**config.mk**
```make
export PLATFORM = sky130hd
export DESIGN_NAME = decoder_scan_nx
export DESIGN_NICKNAME = d
export VERILOG_FILES = /design/src/rtl/decoder_scan_nx.sv
export SDC_FILE = /design/constraint.sdc
export NUM_CORES = 1
export LEC_CHECK = 0
export ABC_AREA = 0
export ABC_CLOCK_PERIOD_IN_PS = 1800
export CAP_MARGIN = 20
export CORE_MARGIN = 2
export CORE_UTILIZATION = 45
export CTS_BUF_LIST = sky130_fd_sc_hd__clkbuf_8
export CTS_CLUSTER_DIAMETER = 150
export CTS_CLUSTER_SIZE = 10
export DETAILED_ROUTE_END_ITERATION = 10
export PLACE_DENSITY = 0.68
export SETUP_SLACK_MARGIN = 0.02
export SLEW_MARGIN = 20
export SYNTH_ARGS = -nofsm -noshare
export SYNTH_HDL_FRONTEND = slang
export SYNTH_SLANG_ARGS = --single-unit
```
**constraint.sdc**
```tcl
create_clock -name clk -period 1.8 [get_ports clk]
set_input_delay 0.27 -clock clk [delete_from_list [all_inputs] [get_ports clk]]
set_output_delay 0.27 -clock clk [all_outputs]
set_load 0.05 [all_outputs]
```
**src/rtl/decoder_scan_nx.sv**
```systemverilog
// -----------------------------------------------------------------------------
// decoder_scan_nx
//
// Registered N-to-2**N one-hot (or one-cold) decoder with two operating modes:
//   DIRECT : decodes sel with one cycle of latency.
//   SCAN   : free-running sequencer. It starts at sel and advances one index
//            every PRESCALE cycles, wrapping from 2**N-1 back to 0.
//
// Parameters
//   N          select width; the decoder has 2**N outputs (N >= 1)
//   PRESCALE   cycles each index is held in SCAN (PRESCALE >= 1)
//   ACTIVE_LOW 1: D is one-cold (selected bit 0). 0: D is one-hot
//
// Ports
//   clk   in   rising-edge clock
//   rst   in   asynchronous active-high reset
//   en    in   1 = active, 0 = all D bits inactive and idx frozen
//   mode  in   0 = DIRECT, 1 = SCAN
//   sel   in   DIRECT: index to decode. SCAN: start index loaded on entry
//   D     out  registered decoded output
//   idx   out  registered index currently shown on D (always active-high)
//   wrap  out  one-cycle pulse after SCAN steps from 2**N-1 to 0
// -----------------------------------------------------------------------------
module decoder_scan_nx #(
  parameter int unsigned N          = 2,
  parameter int unsigned PRESCALE   = 4,
  parameter int unsigned ACTIVE_LOW = 0
) (
  input  logic              clk,
  input  logic              rst,
  input  logic              en,
  input  logic              mode,
  input  logic [N-1:0]      sel,
  output logic [2**N-1:0]   D,
  output logic [N-1:0]      idx,
  output logic              wrap
);

  localparam int unsigned W  = 2**N;
  localparam int unsigned CW = (PRESCALE > 1) ? $clog2(PRESCALE) : 1;

  localparam logic [CW-1:0] CntLast = CW'(PRESCALE - 1);
  localparam logic [W-1:0]  DOff    = (ACTIVE_LOW != 0) ? {W{1'b1}} : {W{1'b0}};

  typedef enum logic [1:0] {
    StIdle,
    StDirect,
    StScan
  } state_e;

  state_e          state_q;
  logic [CW-1:0]   cnt_q;
  logic [N-1:0]    idx_inc;

  // Polarity is folded in here so D is always a direct register load.
  function automatic logic [W-1:0] decode(input logic [N-1:0] i);
    logic [W-1:0] v;
    v    = '0;
    v[i] = 1'b1;
    return (ACTIVE_LOW != 0) ? ~v : v;
  endfunction

  assign idx_inc = idx + 1'b1;

  always_ff @(posedge clk or posedge rst) begin
    if (rst) begin
      state_q <= StIdle;
      idx     <= '0;
      cnt_q   <= '0;
      wrap    <= 1'b0;
      D       <= DOff;
    end else if (!en) begin
      // idx deliberately keeps its last value while disabled.
      state_q <= StIdle;
      cnt_q   <= '0;
      wrap    <= 1'b0;
      D       <= DOff;
    end else if (!mode) begin
      state_q <= StDirect;
      idx     <= sel;
      D       <= decode(sel);
      cnt_q   <= '0;
      wrap    <= 1'b0;
    end else begin
      unique case (state_q)
        StScan: begin
          if (cnt_q == CntLast) begin
            cnt_q <= '0;
            idx   <= idx_inc;
            D     <= decode(idx_inc);
            wrap  <= (idx == {N{1'b1}});
          end else begin
            cnt_q <= cnt_q + 1'b1;
            wrap  <= 1'b0;
          end
        end
        default: begin
          // Entry from IDLE or DIRECT always reloads from sel; no wrap pulse
          // even when sel is 0.
          state_q <= StScan;
          idx     <= sel;
          D       <= decode(sel);
          cnt_q   <= '0;
          wrap    <= 1'b0;
        end
      endcase
    end
  end

endmodule

```
; ---- Word level (Yosys, flattened, before mapping)
; Cells that the tools add are included.
[classes]
n_addsub = 2
order_cmp = 4
eq_ne = 6
n_mux = 22
n_reduce_logical = 3
[ops]
columns = op, n
row1 = 2-bit 2-to-1 mux, 10
row2 = 4-bit 2-to-1 mux, 4
row3 = "2-bit equality test, second input constant", 3
row4 = "2-bit by 3-bit less-than comparator with 1-bit output, second input constant", 2
row5 = 1-bit 2-to-1 mux, 6
row6 = "3-bit != test, second input constant", 2
row7 = "2-bit by 1-bit adder with 2-bit output, second input constant", 2
row8 = 1-bit demux with 2-bit select, 2
row9 = "2-bit by 1-bit >= comparator with 1-bit output, second input constant", 2
row10 = "4-bit != test, second input constant", 1
row11 = 1-bit logical AND, 2
row12 = 2-bit AND reduction, 1
[word_totals]
ff_bits = 11
inputBits = 6
output_inout_bits = 7
wordCells = 42

; ---- Depth between registers and ports, before layout
; Gate-level depths: netlist of run 1.
[logic_depth]
word_depth = 9
mapped_depth = 5
mapped_depth_nobuf = 5

; ---- Worst setup path after synthesis of run 1
; No wires, ideal clock.
[synth_path]
kind = register to register
from = register idx[0]
to = register D[3]
setup_ns = 0.121
arrival_time_ns = 1.430
setup_slack_ns = 0.249
path_stages_with_launch = 6
period_less_slack_ns = 1.551
path_cell_list = dfrtp_1 -> inv_1 -> ha_1 -> mux2_1 -> nand2_1 -> a21boi_1
[synth_via]
elab_chain_len = 9
elab_cells_between_ends = 10
cone_classes = add/sub: 1 / order compare: 2 / mux: 6 / reduce/logical: 1
[synth_lines]
columns = item, line_no
row1 = start: declaration, 35  ; output logic [N-1:0] idx,
row2 = start signal: assignment, 80  ; idx <= sel;
row3 = start signal: assignment, 89  ; idx <= idx_inc;
row4 = start signal: assignment, 101  ; idx <= sel;
row5 = 2-bit by 1-bit adder with 2-bit output *, 63  ; assign idx_inc = idx + 1'b1;
row6 = 2-bit by 3-bit less-than comparator with 1-bit output (implied by the code) or 2-bit by 1-bit >= comparator with 1-bit output (tied branches), 59  ; v[i] = 1'b1;
row7 = 1-bit logical AND (implied by the code), 59
row8 = 1-bit 2-to-1 mux (implied by the code), 59
row9 = 1-bit demux with 2-bit select *, 59
row10 = 4-bit 2-to-1 mux *, 87  ; if (cnt_q == CntLast) begin
row11 = 4-bit 2-to-1 mux *, 85  ; unique case (state_q)
row12 = 4-bit 2-to-1 mux *, 78  ; end else if (!mode) begin
row13 = 4-bit 2-to-1 mux *, 72  ; end else if (!en) begin
row14 = end signal: assignment, 71  ; D <= DOff;
row15 = end signal: assignment, 77  ; D <= DOff;
row16 = end signal: assignment, 81  ; D <= decode(sel);
row17 = end: declaration, 34  ; output logic [2**N-1:0] D,
; Every way passes the cells marked *; elsewhere a longest branch is shown, timed or not. The select of a mux whose other input is x is not followed.
; A chain may end at the register's enable or synchronous reset.

; ---- Final worst setup path of run 1
[layout_path]
from = register D[2]
to = output port D[2]
; No word-level cell between the ends.

==> results_dict.tcl, run 1 <==
set metrics [dict create \
    status "complete, no violations" \
    num_rows 13 \
    clk_latency_ps 240 \
    grt_start_max_net_pins 12 \
    ir_drop_v 0.0006909 \
    finClkSkew_ps 1.371 \
    overflow 0 \
    path_clk_slew_ps 50 \
    place_area_um2 715.7 \
    synth_top_family_by_area "simple AND/OR/NAND/NOR gates" \
    syn_nets 66 \
    finalCritPeriodShare_pct 92.23 \
    hold_viol 0 \
    rrSetupSlack_ps 450 \
    wire_per_inst_um 13.60 \
    yosysUniqueCellTypes 23 \
    synth-edff-count 0 \
    area_delta_synth_final_pct 28.21 \
    vias 433 \
    die_y_um 40.34 \
    drtPass1Iterations 4 \
    grt_pass1_wl_mm 1.807 \
    gr-usage-all-layers_pct 17.80 \
    yosysMostFrequentCell "dfrtp_1" \
    cts_tree "yes" \
    fin_area_um2 762.0 \
    tightest_slew_ps 500.6 \
    die_x_um 40.34 \
    layout-drive-gt1-share_pct 13.24 \
    root_buffer "clkbuf_8" \
    slew_violations 0 \
    ys_warn_count 0 \
    antenna_left 0 \
    cp-endpoint "D[2]" \
    coreArea_mm2 0.001269 \
    ys_ff_latch 11 \
    setup_tns_ps 0 \
    netlist.area_leader.share_pct 46.32 \
    rsz0062_at_grt "no" \
    portBuffers 12 \
    reg2reg_from "cnt_q[0]" \
    post_cts_buffers 0 \
    numCtsBuffers 3 \
    antenna_found_initial 0 \
    cts_buffer_depth 2 \
    drt_wl_total_mm 1.129 \
    hold_class "input port to async pin" \
    grt_pass1_vias 406 \
    clock-sinks 11 \
    ys_top_cells_by_area "dfrtp_1 46%, ha_1 13%, mux2i_1 5.1%" \
    timing.fmax_mhz 602.3 \
    crit_slowest_cell "clkdlybuf4s50_1" \
    ys_seq_area_share_pct 46.32 \
    syn-instance-count 54 \
    final_core_util_pct 60.06 \
    antennaDiodeCount 0 \
    worstPathRequired_ps 1530 \
    grt_util_met2_pct 27.78 \
    critPathMaxStageDelay_ps 810 \
    period_needed_ps 1660 \
    grt_busiest_layer "met2" \
    path_class "register to output port" \
    gp_congestion 0.7672 \
    synth_common_cells "11 x dfrtp_1, 6 x ha_1, 4 x nor2_1, 4 x o21a_1" \
    syn_area_per_cell_um2 11.01 \
    met3_usage_pct 5.556 \
    yosys.area_share.adder_pct 12.63 \
    nets 81 \
    cp.arrival_ps 1390 \
    crit_cells 1 \
    synth_area_um2 594.3 \
    vias_per_cell 5.217 \
    hpwl_um 821.6 \
    rr_endpoint "D[3]" \
    critPathLaunchType "register" \
    drc 0 \
    use_met1_pct 21.45 \
    start_util_pct 46.84 \
    critPathBufInv 1 \
    end_kind "output port" \
    dpl_worst_slack_ps 270.8 \
    power_density_mw_per_mm2 833.3 \
    dieArea_mm2 0.001627 \
    yosys.area_share.simple_pct 17.47 \
    drt_iter0_drc 9 \
    reg2reg_depth 4 \
    ctsHoldBuffers 0 \
    io_pins 13 \
    worstPathMaxFanout 2 \
    critPathTopFamily "buffers and inverters" \
    cts_max_level 1 \
    crit_chain "clkdlybuf4s50_1" \
    slew_headroom_pct 66.52 \
    p_leak_uw 0.0003537 \
    setup_viol 0 \
    yosysTopAreaCell "dfrtp_1" \
    placedCellCount 79 \
    synth_xor_area_share_pct 0 \
    fin_cells 83 \
    fin_ws_ps 139.8 \
    cts_resized 0 \
    maxCapViolations 0 \
    synth_flop_cell "dfrtp_1" \
    synthMuxAreaShare_pct 6.947 \
    crit_start "D[2]" \
    synth_compound_area_share_pct 11.37 \
    async_flop_share_pct 100.0 \
]
[worst min-delay path by stage]
stage | cells after the start | slack [ps] | start | to
after floorplan | 1 | 120 | rst | D[0]
after global placement | 1 | 430 | cnt_q[0] | cnt_q[0]
after detailed placement | 1 | 440 | cnt_q[0] | cnt_q[0]
after CTS | 2 | 340 | rst | D[2]
after global routing | 2 | 390 | rst | D[0]
final | 2 | 320 | rst | D[0]
[report_power, final]
| part | switching, µW | internal, µW | leakage [µW] |
|---|---|---|---|
| combinational | 66.2 | 46.7 | 0.000185 |
| sequential | 12.3 | 259 | 0.000144 |
| clock | 98.3 | 152 | 0.0000255 |
| total | 177 | 458 | 0.000354 |
[through the flow]
step / hold slack (ps) / power (µW)
after detailed placement: 437.1 / 388.4
after global placement: 434.0 / 387.1
final: 321.2 / 634.9
after CTS: 339.9 / 638.2
after global routing: 387.2 / 661.0
after floorplan: 122.4 / 347.2
[logic make-up after synthesis]
kind of cell	after synthesis
AOI/OAI and AO/OA	9
adders and majority gates	6
buffers and inverters	6
DFF	11
muxes	4
and+or+nand+nor	18
[layout by cell type, fill, tap and decap left out, drive strengths merged, types with 2 or more instances in the layout]
cell,synthesis,final
nor2,4,4
nand2,3,3
dfrtp,11,11
nor3b,2,2
nor3,2,2
mux2i,3,3
o22ai,2,2
a2bb2oi,2,2
clkbuf,1,3
o21a,4,4
ha,6,6
clkdlybuf4s50,0,10
buf,2,3
inv,3,3
[sequential cells by signal, indices dropped and copies added, names as in the netlist]
| signal | flops |
|---|---|
| D | 4 |
| cnt_q | 2 |
| wrap | 1 |
| idx | 2 |
| state_q | 2 |
[routing by layer]
metal	routed length (µm)	vias to the layer above	share of wire (%)
li1	-	213	-
met4	21	0	1.9
met3	46	2	4.1
met5	0	-	0
met2	577	8	51
met1	483	210	43
[area by class of cell]
cell class,count,area [µm²]
fill,113,506.7
multi-input combinational,37,287.8
sequential,11,275.3
timing repair buffer,13,122.6
clock buffer,3,41.29
tap,15,18.77
inverter,3,11.26
clock inverter,1,5.005
Power figures use the tool's default switching activity.
==> run 2: changes to the inputs <==
--- a/config.mk
+++ b/config.mk
@@ -8,13 +8,15 @@
 export ABC_AREA = 0
 export ABC_CLOCK_PERIOD_IN_PS = 1800
 export CAP_MARGIN = 20
+export CELL_PAD_IN_SITES_DETAIL_PLACEMENT = 1
+export CELL_PAD_IN_SITES_GLOBAL_PLACEMENT = 2
 export CORE_MARGIN = 2
-export CORE_UTILIZATION = 45
+export CORE_UTILIZATION = 32
 export CTS_BUF_LIST = sky130_fd_sc_hd__clkbuf_8
 export CTS_CLUSTER_DIAMETER = 150
 export CTS_CLUSTER_SIZE = 10
 export DETAILED_ROUTE_END_ITERATION = 10
-export PLACE_DENSITY = 0.68
+export PLACE_DENSITY = 0.75
 export SETUP_SLACK_MARGIN = 0.02
 export SLEW_MARGIN = 20
 export SYNTH_ARGS = -nofsm -noshare
==> results_dict.tcl, run 2 (same netlist as run 1, synthesis figures left out) <==
set metrics [dict create \
    cts_buffer_depth 2 \
    portBuffers 12 \
    timing.fmax_mhz 599.4 \
    cts_max_level 1 \
    post_cts_buffers 0 \
    slew_violations 0 \
    use_met1_pct 21.85 \
    overflow 0 \
    drtPass1Iterations 4 \
    vias 454 \
    cts_resized 0 \
    critPathTopFamily "buffers and inverters" \
    ctsHoldBuffers 0 \
    antenna_left 0 \
    antennaDiodeCount 0 \
    finClkSkew_ps 2.502 \
    ir_drop_v 0.0003229 \
    fillers 200 \
    grt_start_max_net_pins 12 \
    grt_pass1_wl_mm 2.125 \
    mostFrequentLayoutCells "11 x dfrtp_1, 10 x clkdlybuf4s50_1, 6 x ha_1" \
    grt_pass1_vias 438 \
    gr-usage-all-layers_pct 14.77 \
    grt_busiest_layer "met1" \
    grt_util_met2_pct 19.45 \
    drc 0 \
    largest_register_ffs 4 \
    regMostFlops "D" \
    setup_tns_ps 0 \
    crit_slowest_cell "clkdlybuf4s50_1" \
    crit_chain "clkdlybuf4s50_1" \
    p_leak_uw 0.0003508 \
    vias_per_cell 4.935 \
    status "complete, no violations" \
    root_buffer "clkbuf_8" \
    drt_wl_total_mm 1.281 \
    area_delta_synth_final_pct 28.84 \
    drt_iter0_drc 9 \
    io_pins 13 \
    tightest_slew_ps 502.9 \
    slew_headroom_pct 66.37 \
    period_needed_ps 1668 \
    clk_latency_ps 230 \
    dieArea_mm2 0.002218 \
    nets 80 \
    clock-sinks 11 \
    multi_input_area_um2 287.8 \
    final_common_cell "dfrtp_1" \
    maxCapViolations 0 \
    power_density_mw_per_mm2 817.3 \
    num_rows 15 \
    antenna_found_initial 0 \
    cp.arrival_ps 1400 \
    met3_usage_pct 3.462 \
    critPathLaunchType "register" \
    regArea_um2 275.3 \
    cts_tree "yes" \
    start_util_pct 34.05 \
    hold_viol 0 \
    finalCritPeriodShare_pct 92.68 \
    path_class "register to output port" \
    gp_congestion 0.6749 \
    hold_class "input port to async pin" \
    layout-drive-gt1-share_pct 10.45 \
    end_kind "output port" \
    rsz0062_at_grt "no" \
    worstPathMaxFanout 2 \
    fin_hold_ws_ps 336.1 \
    critPathMaxStageDelay_ps 810 \
    die_y_um 47.10 \
    path_clk_slew_ps 50 \
    coreArea_mm2 0.001745 \
    numCtsBuffers 3 \
    wire_per_inst_um 13.92 \
    die_x_um 47.10 \
    setup_viol 0 \
    worstPathRequired_ps 1530 \
    final_core_util_pct 43.87 \
    critPathBufInv 1 \
]
## run 2: changes by cell type in the layout (fill, tap and decap cells not counted), sizes merged
cell    delta
buf        -1
clkinv     -1
inv        +1
## run 2: layout make-up
cell class              instances  area share [%]
clock inverters                 1          0.4902
clock buffers                   3           5.392
multi-input cells              37           37.58
well taps                      25           4.085
flip-flops and latches         11           35.95
repair buffers                 12           15.03
inverters                       3           1.471
## run 2: report_power, final
group          switching (µW)  internal [µW]
Clock                    91.9            150
Sequential               12.5            259
Combinational            67.1           45.4
Total                     171            454
## run 2: metrics by stage
stage / worst slack (ps) / instance area [µm²] / instances / total power, µW
floorplan: 248.7 / 594.3 / 54 / 347.2
global placement: 233.2 / 720.7 / 88 / 387.1
detailed placement: 225.7 / 720.7 / 88 / 390.0
CTS: 117.9 / 765.7 / 92 / 635.8
global route: 88.67 / 765.7 / 92 / 660.2
finish: 131.8 / 765.7 / 92 / 625.8
## run 2: worst paths after layout
| kind | from | depth (start not counted) | endpoint | slack, ps |
|---|---|---|---|---|
| worst min register to register | cnt_q[0] | 1 | cnt_q[0] | 440 |
| worst max register to register | cnt_q[0] | 4 | D[0] | 450 |
| worst min-delay path | rst | 2 | wrap | 340 |
| max in group asynchronous | rst | 2 | D[0] | 1160 |
| min in group clk | cnt_q[0] | 1 | cnt_q[0] | 440 |
| worst max-delay path | D[2] | 1 | D[2] | 130 |
## run 2: routing by layer
layer / vias to the layer above / wire length, µm
li1: 218 / -
met1: 224 / 653
met2: 10 / 577
met3: 2 / 37
met4: 0 / 12
met5: - / 0
